File: config.mk
export PLATFORM = sky130hd
export DESIGN_NAME = readout_gen_flat
export DESIGN_NICKNAME = d
export VERILOG_FILES = /design/src/rtl/vga_pkg.sv /design/src/rtl/readout_gen_if.sv /design/src/rtl/readout_cell_timer.sv /design/src/rtl/readout_gen.sv /design/src/flat_wrapper.sv
export SDC_FILE = /design/constraint.sdc
export NUM_CORES = 1
export LEC_CHECK = 0
export BUFFER_PORTS_ARGS = -buffer_cell sky130_fd_sc_hd__buf_4
export CAP_MARGIN = 10
export CORE_UTILIZATION = 50
export CTS_CLUSTER_SIZE = 30
export DETAILED_ROUTE_END_ITERATION = 8
export GPL_TIMING_DRIVEN = 0
export PLACE_DENSITY = 0.71
export SLEW_MARGIN = 20
export SYNTH_ARGS = -nofsm -noshare
export SYNTH_HDL_FRONTEND = slang
export SYNTH_HIERARCHICAL = 1
export SYNTH_SLANG_ARGS = --single-unit
File: constraint.sdc
create_clock -name clk -period 4.71 [get_ports clk]
set_input_delay 0.942 -clock clk [delete_from_list [all_inputs] [get_ports clk]]
set_output_delay 0.942 -clock clk [all_outputs]
set_load 0.05 [all_outputs]
File: src/rtl/vga_pkg.sv
// Shared definitions for the character-mode VGA pipeline.
//   - Default geometry and VRAM parameters used by the readout blocks.
//   - Fetch phase encoding exported to the pixel generator.
//   - Span state encoding for the readout cell timer.
//   - Width helper for the per-character-row pixel counter.
package vga_pkg;

  localparam int DEF_ADDR_W     = 13;
  localparam int DEF_VRAM_WORDS = 8192;
  localparam int DEF_CHAR_H     = 16;
  localparam int DEF_CELL_CLKS  = 8;
  localparam int DEF_FETCHES    = 2;

  typedef enum logic {
    PHASE_CHAR = 1'b0,
    PHASE_ATTR = 1'b1
  } fetch_phase_e;

  typedef enum logic {
    ST_IDLE   = 1'b0,
    ST_ACTIVE = 1'b1
  } span_state_e;

  // Width of vCount. A one-row font would give a zero-width counter,
  // so keep at least one bit.
  function automatic int vcnt_width(input int char_h);
    return (char_h > 1) ? $clog2(char_h) : 1;
  endfunction

endpackage

File: src/rtl/readout_gen_if.sv
// Timing-generator <-> readout generator bundle.
//   master : sync/timing side, drives the timing strobes and scrollBase,
//            observes the readout address and fetch strobes.
//   slave  : readout_gen side.
// Signals:
//   vActive, hBeginActive, hEndActive, vCount, vSync, hBeginPulse,
//   scrollBase                 -> timing inputs to the readout generator
//   readoutAddr, fetchValid,
//   fetchPhase, active         -> readout outputs
interface readout_gen_if
  import vga_pkg::*;
#(
  parameter int ADDR_W = DEF_ADDR_W,
  parameter int VCNT_W = vcnt_width(DEF_CHAR_H)
);

  logic              vActive;
  logic              hBeginActive;
  logic              hEndActive;
  logic [VCNT_W-1:0] vCount;
  logic              vSync;
  logic              hBeginPulse;
  logic [ADDR_W-1:0] scrollBase;

  logic [ADDR_W-1:0] readoutAddr;
  logic              fetchValid;
  logic              fetchPhase;
  logic              active;

  modport master (
    output vActive, hBeginActive, hEndActive, vCount, vSync, hBeginPulse,
           scrollBase,
    input  readoutAddr, fetchValid, fetchPhase, active
  );

  modport slave (
    input  vActive, hBeginActive, hEndActive, vCount, vSync, hBeginPulse,
           scrollBase,
    output readoutAddr, fetchValid, fetchPhase, active
  );

endinterface

File: src/rtl/readout_cell_timer.sv
// Cell timer for the VRAM readout generator. Tracks whether a readout
// span is in progress and the clock position inside the current cell.
// Ports:
//   clk, nrst          : pixel clock, async active-low reset
//   v_sync             : frame restart, overrides everything else
//   v_active           : vertical active region (qualifies span start)
//   h_begin_active     : span start pulse (honoured only while idle)
//   h_end_active       : span end pulse (honoured only while active)
//   active             : span in progress
//   fetch_valid        : address is valid for this fetch slot
//   fetch_phase        : 0 = character fetch, 1 = attribute fetch
//   inc_stb            : advance the readout address on this edge
module readout_cell_timer
  import vga_pkg::*;
#(
  parameter int CELL_CLKS = DEF_CELL_CLKS,
  parameter int FETCHES   = DEF_FETCHES
) (
  input  logic clk,
  input  logic nrst,
  input  logic v_sync,
  input  logic v_active,
  input  logic h_begin_active,
  input  logic h_end_active,
  output logic active,
  output logic fetch_valid,
  output logic fetch_phase,
  output logic inc_stb
);

  localparam int SLOT   = CELL_CLKS / FETCHES;
  localparam int CNT_W  = $clog2(CELL_CLKS);
  localparam int SLOT_W = $clog2(SLOT);

  span_state_e       state_q, state_d;
  logic [CNT_W-1:0]  count_q, count_d;
  logic [SLOT_W-1:0] slot_pos;

  // SLOT is a power of two, so count % SLOT is just the low bits.
  assign slot_pos = count_q[SLOT_W-1:0];

  // NOTE: every variable gets a default at the top of the block so no
  // path leaves it unassigned; that is what keeps this from inferring latches.
  always_comb begin
    state_d = state_q;
    count_d = count_q;
    if (v_sync) begin
      state_d = ST_IDLE;
      count_d = '0;
    end else begin
      case (state_q)
        ST_IDLE: begin
          if (h_begin_active && v_active) begin
            state_d = ST_ACTIVE;
            count_d = '0;
          end
        end
        ST_ACTIVE: begin
          if (h_end_active) begin
            state_d = ST_IDLE;
            count_d = '0;
          end else begin
            // Power-of-two cell length: natural wrap is modulo CELL_CLKS.
            count_d = count_q + 1'b1;
          end
        end
        default: begin
          state_d = ST_IDLE;
          count_d = '0;
        end
      endcase
    end
  end

  // NOTE: state registers use non-blocking assignments so every flop
  // samples the pre-edge value of every other flop.
  always_ff @(posedge clk or negedge nrst) begin
    if (!nrst) begin
      state_q <= ST_IDLE;
      count_q <= '0;
    end else begin
      state_q <= state_d;
      count_q <= count_d;
    end
  end

  assign active      = (state_q == ST_ACTIVE);
  assign fetch_valid = active & (slot_pos == SLOT_W'(1));
  // The increment at the last clock of a slot still fires when the span
  // ends on that same clock; only vSync suppresses it.
  assign inc_stb     = active & ~v_sync & (slot_pos == SLOT_W'(SLOT - 1));
  // With two fetches per cell the count MSB is count / SLOT.
  assign fetch_phase = (FETCHES == 2) ? count_q[CNT_W-1] : PHASE_CHAR;

endmodule

File: src/rtl/readout_gen.sv
// VRAM readout address generator for the character-mode VGA pipeline.
// Emits one VRAM address per fetch slot between the timing generator and
// the VRAM read port, with per-frame scroll base, per-character-row
// repeat/advance and wrap-around at an arbitrary VRAM depth.
// Ports:
//   clk  : pixel clock
//   nrst : async active-low reset
//   bus  : readout_gen_if slave modport (timing inputs, readout outputs)
module readout_gen
  import vga_pkg::*;
#(
  parameter int ADDR_W     = DEF_ADDR_W,
  parameter int VRAM_WORDS = DEF_VRAM_WORDS,
  parameter int CHAR_H     = DEF_CHAR_H,
  parameter int CELL_CLKS  = DEF_CELL_CLKS,
  parameter int FETCHES    = DEF_FETCHES
) (
  input  logic           clk,
  input  logic           nrst,
  readout_gen_if.slave   bus
);

  localparam int VCNT_W = vcnt_width(CHAR_H);
  localparam logic [ADDR_W-1:0] LAST_ADDR = ADDR_W'(VRAM_WORDS - 1);
  localparam logic [VCNT_W-1:0] LAST_ROW  = VCNT_W'(CHAR_H - 1);

  // Elaboration-time parameter legality.
  if (CELL_CLKS < 2 || (CELL_CLKS & (CELL_CLKS - 1)) != 0) begin : g_bad_cell_clks
    $error("readout_gen: CELL_CLKS must be a power of two");
  end
  if (FETCHES != 1 && FETCHES != 2) begin : g_bad_fetches
    $error("readout_gen: FETCHES must be 1 or 2");
  end
  if (CELL_CLKS / FETCHES < 2) begin : g_bad_slot
    $error("readout_gen: CELL_CLKS/FETCHES must be at least 2");
  end
  if (VRAM_WORDS < 2 || VRAM_WORDS > (2 ** ADDR_W)) begin : g_bad_vram
    $error("readout_gen: VRAM_WORDS must be in 2..2^ADDR_W");
  end

  logic              active;
  logic              fetch_valid;
  logic              fetch_phase;
  logic              inc_stb;
  logic [ADDR_W-1:0] readout_addr_q, readout_addr_d;
  logic [ADDR_W-1:0] row_begin_addr_q, row_begin_addr_d;
  logic [ADDR_W-1:0] readout_inc;

  readout_cell_timer #(
    .CELL_CLKS (CELL_CLKS),
    .FETCHES   (FETCHES)
  ) u_cell_timer (
    .clk            (clk),
    .nrst           (nrst),
    .v_sync         (bus.vSync),
    .v_active       (bus.vActive),
    .h_begin_active (bus.hBeginActive),
    .h_end_active   (bus.hEndActive),
    .active         (active),
    .fetch_valid    (fetch_valid),
    .fetch_phase    (fetch_phase),
    .inc_stb        (inc_stb)
  );

  // Wrap explicitly at the last VRAM word so non-power-of-two depths never
  // produce an out-of-range address.
  assign readout_inc = (readout_addr_q == LAST_ADDR) ? '0 : readout_addr_q + 1'b1;

  always_comb begin
    readout_addr_d   = readout_addr_q;
    row_begin_addr_d = row_begin_addr_q;
    if (bus.vSync) begin
      readout_addr_d   = bus.scrollBase;
      row_begin_addr_d = bus.scrollBase;
    end else if (!active) begin
      // Row bookkeeping happens in the horizontal blank: on the last pixel
      // row of a character row the current address becomes the start of
      // the next row; otherwise rewind to replay the same characters.
      if (bus.vActive && bus.hBeginPulse) begin
        if (bus.vCount == LAST_ROW) begin
          row_begin_addr_d = readout_addr_q;
        end else begin
          readout_addr_d = row_begin_addr_q;
        end
      end
    end else if (inc_stb) begin
      readout_addr_d = readout_inc;
    end
  end

  always_ff @(posedge clk or negedge nrst) begin
    if (!nrst) begin
      readout_addr_q   <= '0;
      row_begin_addr_q <= '0;
    end else begin
      readout_addr_q   <= readout_addr_d;
      row_begin_addr_q <= row_begin_addr_d;
    end
  end

  assign bus.readoutAddr = readout_addr_q;
  assign bus.fetchValid  = fetch_valid;
  assign bus.fetchPhase  = fetch_phase;
  assign bus.active      = active;

endmodule

File: src/flat_wrapper.sv
// flat-port wrapper written by rule: the top's interface ports become plain ports
module readout_gen_flat import vga_pkg::*;
#(
  parameter int ADDR_W     = DEF_ADDR_W,
  parameter int VRAM_WORDS = DEF_VRAM_WORDS,
  parameter int CHAR_H     = DEF_CHAR_H,
  parameter int CELL_CLKS  = DEF_CELL_CLKS,
  parameter int FETCHES    = DEF_FETCHES
)
  (clk, nrst, bus_vActive, bus_hBeginActive, bus_hEndActive, bus_vCount, bus_vSync, bus_hBeginPulse, bus_scrollBase, bus_readoutAddr, bus_fetchValid, bus_fetchPhase, bus_active);
  readout_gen_if #(.ADDR_W(ADDR_W)) bus_i ();
  input  logic clk;
  input  logic nrst;
  input wire logic [$bits(bus_i.vActive)-1:0] bus_vActive;
  input wire logic [$bits(bus_i.hBeginActive)-1:0] bus_hBeginActive;
  input wire logic [$bits(bus_i.hEndActive)-1:0] bus_hEndActive;
  input wire logic [$bits(bus_i.vCount)-1:0] bus_vCount;
  input wire logic [$bits(bus_i.vSync)-1:0] bus_vSync;
  input wire logic [$bits(bus_i.hBeginPulse)-1:0] bus_hBeginPulse;
  input wire logic [$bits(bus_i.scrollBase)-1:0] bus_scrollBase;
  output wire logic [$bits(bus_i.readoutAddr)-1:0] bus_readoutAddr;
  output wire logic [$bits(bus_i.fetchValid)-1:0] bus_fetchValid;
  output wire logic [$bits(bus_i.fetchPhase)-1:0] bus_fetchPhase;
  output wire logic [$bits(bus_i.active)-1:0] bus_active;
  assign bus_i.vActive = bus_vActive;
  assign bus_i.hBeginActive = bus_hBeginActive;
  assign bus_i.hEndActive = bus_hEndActive;
  assign bus_i.vCount = bus_vCount;
  assign bus_i.vSync = bus_vSync;
  assign bus_i.hBeginPulse = bus_hBeginPulse;
  assign bus_i.scrollBase = bus_scrollBase;
  assign bus_readoutAddr = bus_i.readoutAddr;
  assign bus_fetchValid = bus_i.fetchValid;
  assign bus_fetchPhase = bus_i.fetchPhase;
  assign bus_active = bus_i.active;
  readout_gen #(.ADDR_W(ADDR_W), .VRAM_WORDS(VRAM_WORDS), .CHAR_H(CHAR_H), .CELL_CLKS(CELL_CLKS), .FETCHES(FETCHES)) u_core (.clk(clk), .nrst(nrst), .bus(bus_i));
endmodule
# Word level (Yosys, flattened, before mapping)
# Index checks and enable logic that the tools add are counted.
# word_totals
word_cells	40
romBits	0
mem_bits_rw	0
latch_bits	0
memories	0
output_inout_bits	16
reg_bits	30
# classes
reduce_logical	6
div_mod_pow	0
bitwise_logic	5
n_mul	0
eq_ne	7
order_cmp	0
addsub	2
shifts	0
n_mux	16
# ops
operator	count
$mux 13	8
$add 13x1->13 const B	1
$eq 13x13->1 const B	1
$mux 3	3
$pmux 3 s2	1
$eq 4x4->1 const B	1
$reduce_and 2->1	2
$add 3x1->3 const B	1
$and 1x1->1	3
$mux 1	3
$ne 3x2->1 const B	1
$ne 3x3->1 const B	1
$reduce_bool 3->1	1
$eq 2x1->1 const B	1
$eq 2x2->1 const B	1
$logic_and 1x1->1	2
$ne 2x2->1 const B	1
$not 1->1	2
$pmux 1 s2	1
$reduce_bool 2->1	1

# Depth between registers and ports, before layout
# Gate-level depths: netlist of run 1.
# logic_depth
depth_word	6
ltp_mapped	8
ltp_nobuf	7

# Modules after synthesis
# The synthesis of run 1 kept the hierarchy.
# by_module_without_submodules
module	seq_area_each_um2	n_inst	area_each_um2	cells_per_inst
readout_gen	650.6	1	1692.9	183
readout_cell_timer	100.1	1	225.2	19

# Least setup slack after synthesis of run 1
# Ideal clock, no wire load.
# synth_timing
path_type	input to register
startpoint	input port bus_vSync
endpoint	register u_core.readout_addr_q[4], in the netlist u_core/bus.readoutAddr[4]
setup_ns	0.082
path_slack_ns	2.514
arrival_ns	2.113
path_buffers	2
required_time_ns	4.628
path_stages	6
path_cell_list	buf_2 > nand2b_1 > or2_1 > buf_4 > o311a_1 > o22ai_1
# synth_via
elab_chain_cells	5
word_cells_on_any_way	7
cone_classes	1 x eq/ne; 1 x mux; 3 x bitwise; 2 x reduce/logical
# synth_lines
element	line	rtl
start: declaration	flat_wrapper.sv:18	input wire logic [$bits(bus_i.vSync)-1:0] bus_vSync;
$not 1->1	readout_cell_timer.sv:91	assign inc_stb = active & ~v_sync & (slot_pos == SLOT_W'(SLOT - 1));
$and 1x1->1 (2 in a row)	readout_cell_timer.sv:91	
$ne 3x2->1 (no line)	-	
$reduce_and 2->1 (no line)	-	
end signal: assignment	readout_gen.sv:96	readout_addr_q <= readout_addr_d;
end: declaration	readout_gen.sv:45	logic [ADDR_W-1:0] readout_addr_q, readout_addr_d;
# Parallel ways exist; a longest one is shown, timed or not.
# A chain may end at the register's enable or synchronous reset.

# Worst setup path after layout of run 1
# Same ends and word-level chain as after synthesis.

==> results of run 1 <==
==> cell families after synthesis <==
| family | Yosys count | synth area share |
|---|---|---|
| AOI/OAI and AO/OA | 58 | 0.2022 |
| muxes | 26 | 0.1422 |
| buffers and inverters | 17 | 0.04435 |
| xor gates and xnor gates | 2 | 0.009134 |
| adders and majority gates | 3 | 0.01957 |
| and+or+nand+nor | 66 | 0.1911 |
| DFF | 30 | 0.3914 |
==> layer usage <==
layer	global-route usage	up-vias	wire length (um)
li1	-	841	-
met2	0.4255	43	2238
met3	0.05714	5	244
met4	0.09375	0	51
met5	0	-	0
met1	0.3631	836	2208
==> synthesized netlist by cell type (4+ instances only) <==
library cell / count
a21o_1: 4
a21oi_1: 6
buf_2: 5
clkbuf_1: 5
dfrtp_1: 30
inv_1: 4
mux2_2: 8
mux2i_1: 16
nand2_1: 29
nand3_1: 4
nor2_1: 11
o21ai_0: 10
o21ai_1: 12
o2bb2ai_1: 5
==> area by class of cell <==
cell class | instances | area [um^2]
plain buffers | 13 | 70.07
clock buffers | 8 | 110.1
fillers | 319 | 1280
inverters | 4 | 15.01
multi-input cells | 155 | 1082
flip-flops and latches | 30 | 750.7
well taps | 48 | 60.06
repair buffers | 39 | 292.8
==> power by group through the flow <==
stage | Clock, uW | Sequential [uW] | Combinational [uW]
2_1_floorplan | 0 | 374 | 86.4
3_3_place_gp | 0 | 323 | 210
3_5_place_dp | 0 | 324 | 212
4_1_cts | 253 | 319 | 212
5_1_grt | 265 | 325 | 231
6_report | 246 | 320 | 212
==> registers in the layout, summed over array words and instances (netlist names) <==
name                         count
u_core/bus.readoutAddr          13
u_core/u_cell_timer/active       1
u_core/row_begin_addr_q         13
u_core/u_cell_timer/count_q      3
==> metrics by stage <==
stage	cell area [um^2]	utilization	total power (uW)	hold slack (ps)	setup slack (ps)
floorplan	1918	-	460.3	481.4	2514
global placement	2271	0.6203	533.2	509.0	2202
detailed placement	2271	0.6203	535.8	523.2	2181
CTS	2381	0.6504	784.6	540.8	2482
global route	2381	0.6504	820.6	561.5	2372
finish	2381	0.6504	778.0	534.0	2452
==> worst max path at each step <==
| stage | cells after the start | end | slack [ps] |
|---|---|---|---|
| floorplan | 6 | u_core/bus.readoutAddr[4] | 2510 |
| detailed placement | 7 | u_core/bus.readoutAddr[4] | 2180 |
| CTS | 7 | u_core/bus.readoutAddr[4] | 2480 |
| global placement | 7 | u_core/bus.readoutAddr[4] | 2200 |
| finish | 7 | u_core/bus.readoutAddr[4] | 2450 |
| global route | 6 | u_core/bus.readoutAddr[9] | 2370 |
==> placed cells by master (no fill, tap or decap), types with 2 or more instances in the layout <==
master / n
a31oi_1: 2
ha_1: 3
xnor2_1: 2
mux2_2: 8
o311ai_1: 3
nor4_1: 2
nor2_1: 11
inv_1: 4
o2bb2ai_1: 5
clkbuf_8: 8
nor3_1: 2
buf_4: 41
nand3_1: 4
o21ai_0: 10
o21ai_1: 12
o31ai_1: 2
a21o_1: 4
nand2b_1: 2
a21oi_1: 6
a22o_1: 3
mux2i_1: 16
nand2_1: 29
buf_2: 5
nand3b_1: 2
clkbuf_1: 5
dfrtp_1: 30
mux2_1: 2
==> impl_metrics.csv, run 1 <==
group,metric,value,unit
timing,max_freq,442.9,MHz
cts,clk_pin_slew,60,ps
timing,fin_tns_setup,0,ps
critical_path,worstPathRequired,4920,ps
synth,synth-seq-area-share,0.3914,
global_route,grt_pass1_vias,1619,
floorplanning,dieHeight,63.94,um
floorplanning,initial_core_util,0.5239,
timing,final-setup-viol-count,0,
synth,syn_area_per_cell,9.495,um^2
route,vias,1725,
pwr,p_sw,266.2,uW
synth,synthTopCellsByArea,"dfrtp_1, mux2i_1, nand2_1, mux2_2, o21ai_1",
place,place_hpwl,3.322,mm
synth,syn_inst,202,
pwr,p_int,511.9,uW
cts,cts-hold-fix-buffers,0,
synth,yosys.area.top_type,"dfrtp_1",
hold_path,holdPathStages,1,
critical_path,cpPeakStageDelay,330,ps
place,port_buffers,39,
floorplanning,die_area,4088,um^2
cts,cts_buffer_depth,2,
route,ant_nets,0,
critical_path,r2r_start,"u_core/u_cell_timer/count_q[0]",
place,dp_cells,289,
route,routed_wl,4.742,mm
critical_path,cp_slowest_cell,"o311a_1",
cts,clk_latency,290,ps
critical_path,worstPathArrival,2460,ps
route,drt-pass1-iter-count,4,
pwr,p_leak,0.001034,uW
finish,diodes,0,
place,gp_congestion,0.8769,
finish,layout.nets,275,
hold_path,hp-class,"reg -> reg",
critical_path,reg2reg_depth,8,
cts,cts_buffers,5,
hold_path,hold_end,"u_core/u_cell_timer/count_q[2]",
timing,rsz0062_at_grt,"no",
timing,min_period,2258,ps
timing,finalCritPeriodShare,0.4793,
route,drc_errors,0,
synth,ys_dominant_reg_cell,"dfrtp_1",
synth,synth_enable_flop_cells,0,
timing,tightest_slew,743.8,ps
cts,cts_max_level,2,
timing,maxSlewHeadroom,0.5023,
critical_path,path_class,"in -> reg",
flow_run,maxCapViolations,0,
pwr,comb_power_share,0.273,
pwr,irDropWorstVdd,0.1644,mV
finish,drive_gt1_frac,0.2851,
finish,fin_cells,297,
critical_path,worst-path-buf-inv,3,
synth,yosysWarnings,6,
pwr,powerDensity,326.8,nW/um^2
critical_path,r2r_end,"u_core/bus.readoutAddr[2]",
synth,yosysUniqueCellTypes,52,
route,vias_per_cell,5.808,
global_route,grt-ovfl-total,0,
cts,cts_sinks,30,
critical_path,cp_cell_sequence,"buf_4 > buf_2 > nand2b_1 > or2_1 > buf_4 > o311a_1 > o22ai_1",
synth,ys_ff_latch,30,
critical_path,cp_max_fo,9,
route,drt_iter0_markers,105,
synth,netlist.area_leader.share,0.3914,
cts,cts_tree,"built",
global_route,antenna_found_initial,0,
synth,syn-num-nets,229,
route,wl_per_cell,15.97,um
timing,skew,6.858,ps
critical_path,r2r_slack,2670,ps
global_route,grt_max_degree,31,
finish,syn2layout_area_growth,24.14,%
pwr,pwr-share-clk,0.317,
global_route,track_usage,0.2691,
critical_path,crit_top_cell,"buf_4",
timing,maxSlewViolCount,0,
timing,hold_viol_final,0,
critical_path,startpoint_type,"primary input",
critical_path,crit_family,"simple AND/OR/NAND/NOR gates",
global_route,grt_pass1_wl,8.217,mm
floorplanning,die_width,63.94,um
cts,clockRootBuffer,"clkbuf_8",
pwr,power_frac_seq,0.411,
critical_path,critPathLaunch,"bus_vSync",
hold_path,hp-start,"u_core/u_cell_timer/count_q[2]",
pwr,sw_frac_of_total,0.3421,
synth,async_flop_share,1.000,
cts,post-cts-setup-buffers,0,
cts,post_cts_resized,0,
floorplanning,io_pins,40,
synth,synth_area,1918,um^2
status,status,"complete, no violations",
floorplanning,core_area,3661,um^2
critical_path,cp-end-kind,"register",
floorplanning,num_rows,22,
Power figures use the tool's default switching activity.
==> run 2: changes to the inputs <==
- ABC_AREA: not set -> 1
- PLACE_DENSITY: 0.71 -> 0.7
- clock period: 4.71 -> 2.25 ns (I/O delays scaled with it)
==> impl_metrics.csv, run 2 <==
group,metric,value,unit
timing,maxSlewViolCount,0,
floorplanning,die_width,66.01,um
cts,clk_pin_slew,70,ps
global_route,antenna_found_initial,0,
cts,cts_buffer_depth,2,
synth,synth-xor-area-share,0.02138,
synth,synthAdderAreaFrac,0.01833,
cts,post-cts-setup-buffers,0,
pwr,p_total,1863,uW
finish,layout.nets,391,
cts,cts_max_level,2,
critical_path,cp_max_fo,10,
place,place_hpwl,4.033,mm
timing,hold_viol_final,0,
synth,synth_enable_flop_cells,0,
synth,netlist.area_leader.share,0.3665,
cts,cts_sinks,30,
critical_path,cp_cell_sequence,"inv_2 > nand3_1 > nand2_2 > inv_2 > buf_6 > nand2_1 > nor2_1 > a21oi_2",
route,ant_nets,0,
synth,synth-seq-area-share,0.3665,
finish,mostFrequentLayoutCell,"nand2_1",
finish,ff_latch_area,750.7,um^2
floorplanning,core_area,3799,um^2
timing,fin_tns_setup,0,ps
finish,diodes,0,
synth,synthTopCellsByCount,"nand2_1, nor2_1, inv_1, dfrtp_1, nand3_1",
synth,synth_compound_area_frac,0.07697,
synth,synth_area,2048,um^2
synth,synth_top_family_by_area,"simple AND/OR/NAND/NOR gates",
synth,ys_dominant_reg_cell,"dfrtp_1",
route,wl_per_cell,13.23,um
synth,synthMuxAreaShare,0,
cts,cts_tree,"built",
synth,yosysMostFrequentCell,"nand2_1",
global_route,track_usage,0.2814,
cts,cts-hold-fix-buffers,0,
floorplanning,num_rows,22,
place,pre_cts_ws,517.0,ps
route,routed_wl,5.464,mm
cts,cts_buffers,5,
synth,async_flop_share,1.000,
synth,syn_area_per_cell,6.441,um^2
timing,min_period,1717,ps
timing,worst_slack,533.2,ps
critical_path,worst-path-buf-inv,3,
finish,multi_input_area,1097,um^2
place,gp_congestion,0.8470,
synth,yosys.area.top_type,"dfrtp_1",
synth,syn_inst,318,
critical_path,worstPathArrival,1890,ps
route,drt-pass1-iter-count,5,
floorplanning,initial_core_util,0.5392,
synth,ys_ff_latch,30,
place,port_buffers,39,
timing,hold_ws,84.46,ps
pwr,irDropWorstVdd,0.3948,mV
critical_path,cp-end-kind,"register",
hold_path,hp-class,"in -> async",
synth,yosysUniqueCellTypes,25,
route,vias,2141,
timing,skew,5.649,ps
synth,synthTopCellsByArea,"dfrtp_1, nand2_1, nor2_1, inv_1, nand3_1",
timing,final-setup-viol-count,0,
finish,syn2layout_area_growth,21.69,%
floorplanning,io_pins,40,
finish,nFillCells,373,
finish,drive_gt1_frac,0.1918,
timing,max_freq,582.5,MHz
global_route,grt_pass1_wl,9.059,mm
cts,clockRootBuffer,"clkbuf_8",
critical_path,worstPathRequired,2420,ps
route,drt_iter0_markers,209,
timing,finalCritPeriodShare,0.7630,
critical_path,path_class,"reg -> reg",
critical_path,cpPeakStageDelay,550,ps
timing,rsz0062_at_grt,"no",
critical_path,crit_family,"flip-flops",
flow_run,maxCapViolations,0,
finish,mostFrequentLayoutCells,"nand2_1, nor2_1, buf_4",
pwr,powerDensity,747.5,nW/um^2
route,drc_errors,0,
synth,synth-simple-area-share,0.4191,
pwr,p_leak,0.001337,uW
floorplanning,die_area,4357,um^2
place,post_dp_cell_area,2401,um^2
critical_path,startpoint_type,"register",
cts,clk_latency,290,ps
route,vias_per_cell,5.184,
timing,tightest_slew,512.2,ps
global_route,grt_pass1_vias,1886,
timing,maxSlewHeadroom,0.6586,
finish,fin_area,2492,um^2
critical_path,crit_top_cell,"inv_2",
global_route,grt-ovfl-total,0,
status,status,"complete, no violations",
global_route,grt_max_degree,31,
cts,post_cts_resized,0,
synth,syn-num-nets,345,
critical_path,cp_slowest_cell,"dfrtp_1",
floorplanning,dieHeight,66.01,um
synth,yosysWarnings,6,
run 2: changes by cell type in the layout (fill, tap and decap cells not counted), sizes merged, moves of 5 or more:
| cell | change |
|---|---|
| mux2i | -16 |
| o21ai | -19 |
| nand2 | +80 |
| nand3 | +15 |
| nand4 | +10 |
| a31oi | +11 |
| nor2 | +49 |
| o2bb2ai | -5 |
| mux2 | -10 |
| inv | +33 |
run 2: layout make-up:
cell class              instances  area share
flip-flops and latches         30      0.3012
plain buffers                  11     0.02460
clock inverters                 1    0.002008
inverters                      37     0.05572
well taps                      48     0.02410
clock buffers                   7     0.03464
repair buffers                 39      0.1175
multi-input cells             240      0.4403
run 2: cells by family after synthesis:
kind of cell    count (synthesis)
fa+ha+maj                       3
flops                          30
compound gates                 26
xor+xnor                        5
simple gates                  206
buf+inv                        48
run 2: report_power, final:
| part | total (uW) | internal (uW) | switching, uW | leakage, uW |
|---|---|---|---|---|
| sequential | 721 | 622 | 99.7 | 0.000352 |
| clock | 462 | 247 | 216 | 0.0000482 |
| combinational | 679 | 226 | 454 | 0.000937 |
| total | 1860 | 1090 | 769 | 0.00134 |
run 2: per-layer routing:
| layer | vias to the layer above | routed length [um] | GRT usage |
|---|---|---|---|
| li1 | 1096 | - | - |
| met2 | 82 | 2405 | 0.4171 |
| met1 | 954 | 2568 | 0.4017 |
| met4 | 0 | 69 | 0.1090 |
| met3 | 9 | 420 | 0.05172 |
| met5 | - | 0 | 0 |
run 2: worst paths after layout:
check,start,to,slack [ps],cells past startpoint
max,u_core/u_cell_timer/active,u_core/bus.readoutAddr[5],530,8
min,nrst,u_core/row_begin_addr_q[1],80,1
max reg2reg,u_core/u_cell_timer/active,u_core/bus.readoutAddr[5],530,8
min reg2reg,u_core/row_begin_addr_q[11],u_core/row_begin_addr_q[11],560,2
max in group asynchronous,nrst,u_core/bus.readoutAddr[8],1870,1
min in group clk,bus_vSync,u_core/u_cell_timer/active,330,2
run 2: stage by stage:
stage                     cells  utilization
after floorplan             318            -
after global placement      405       0.6321
after detailed placement    405       0.6321
after CTS                   413       0.6561
after global routing        413       0.6561
final                       413       0.6561
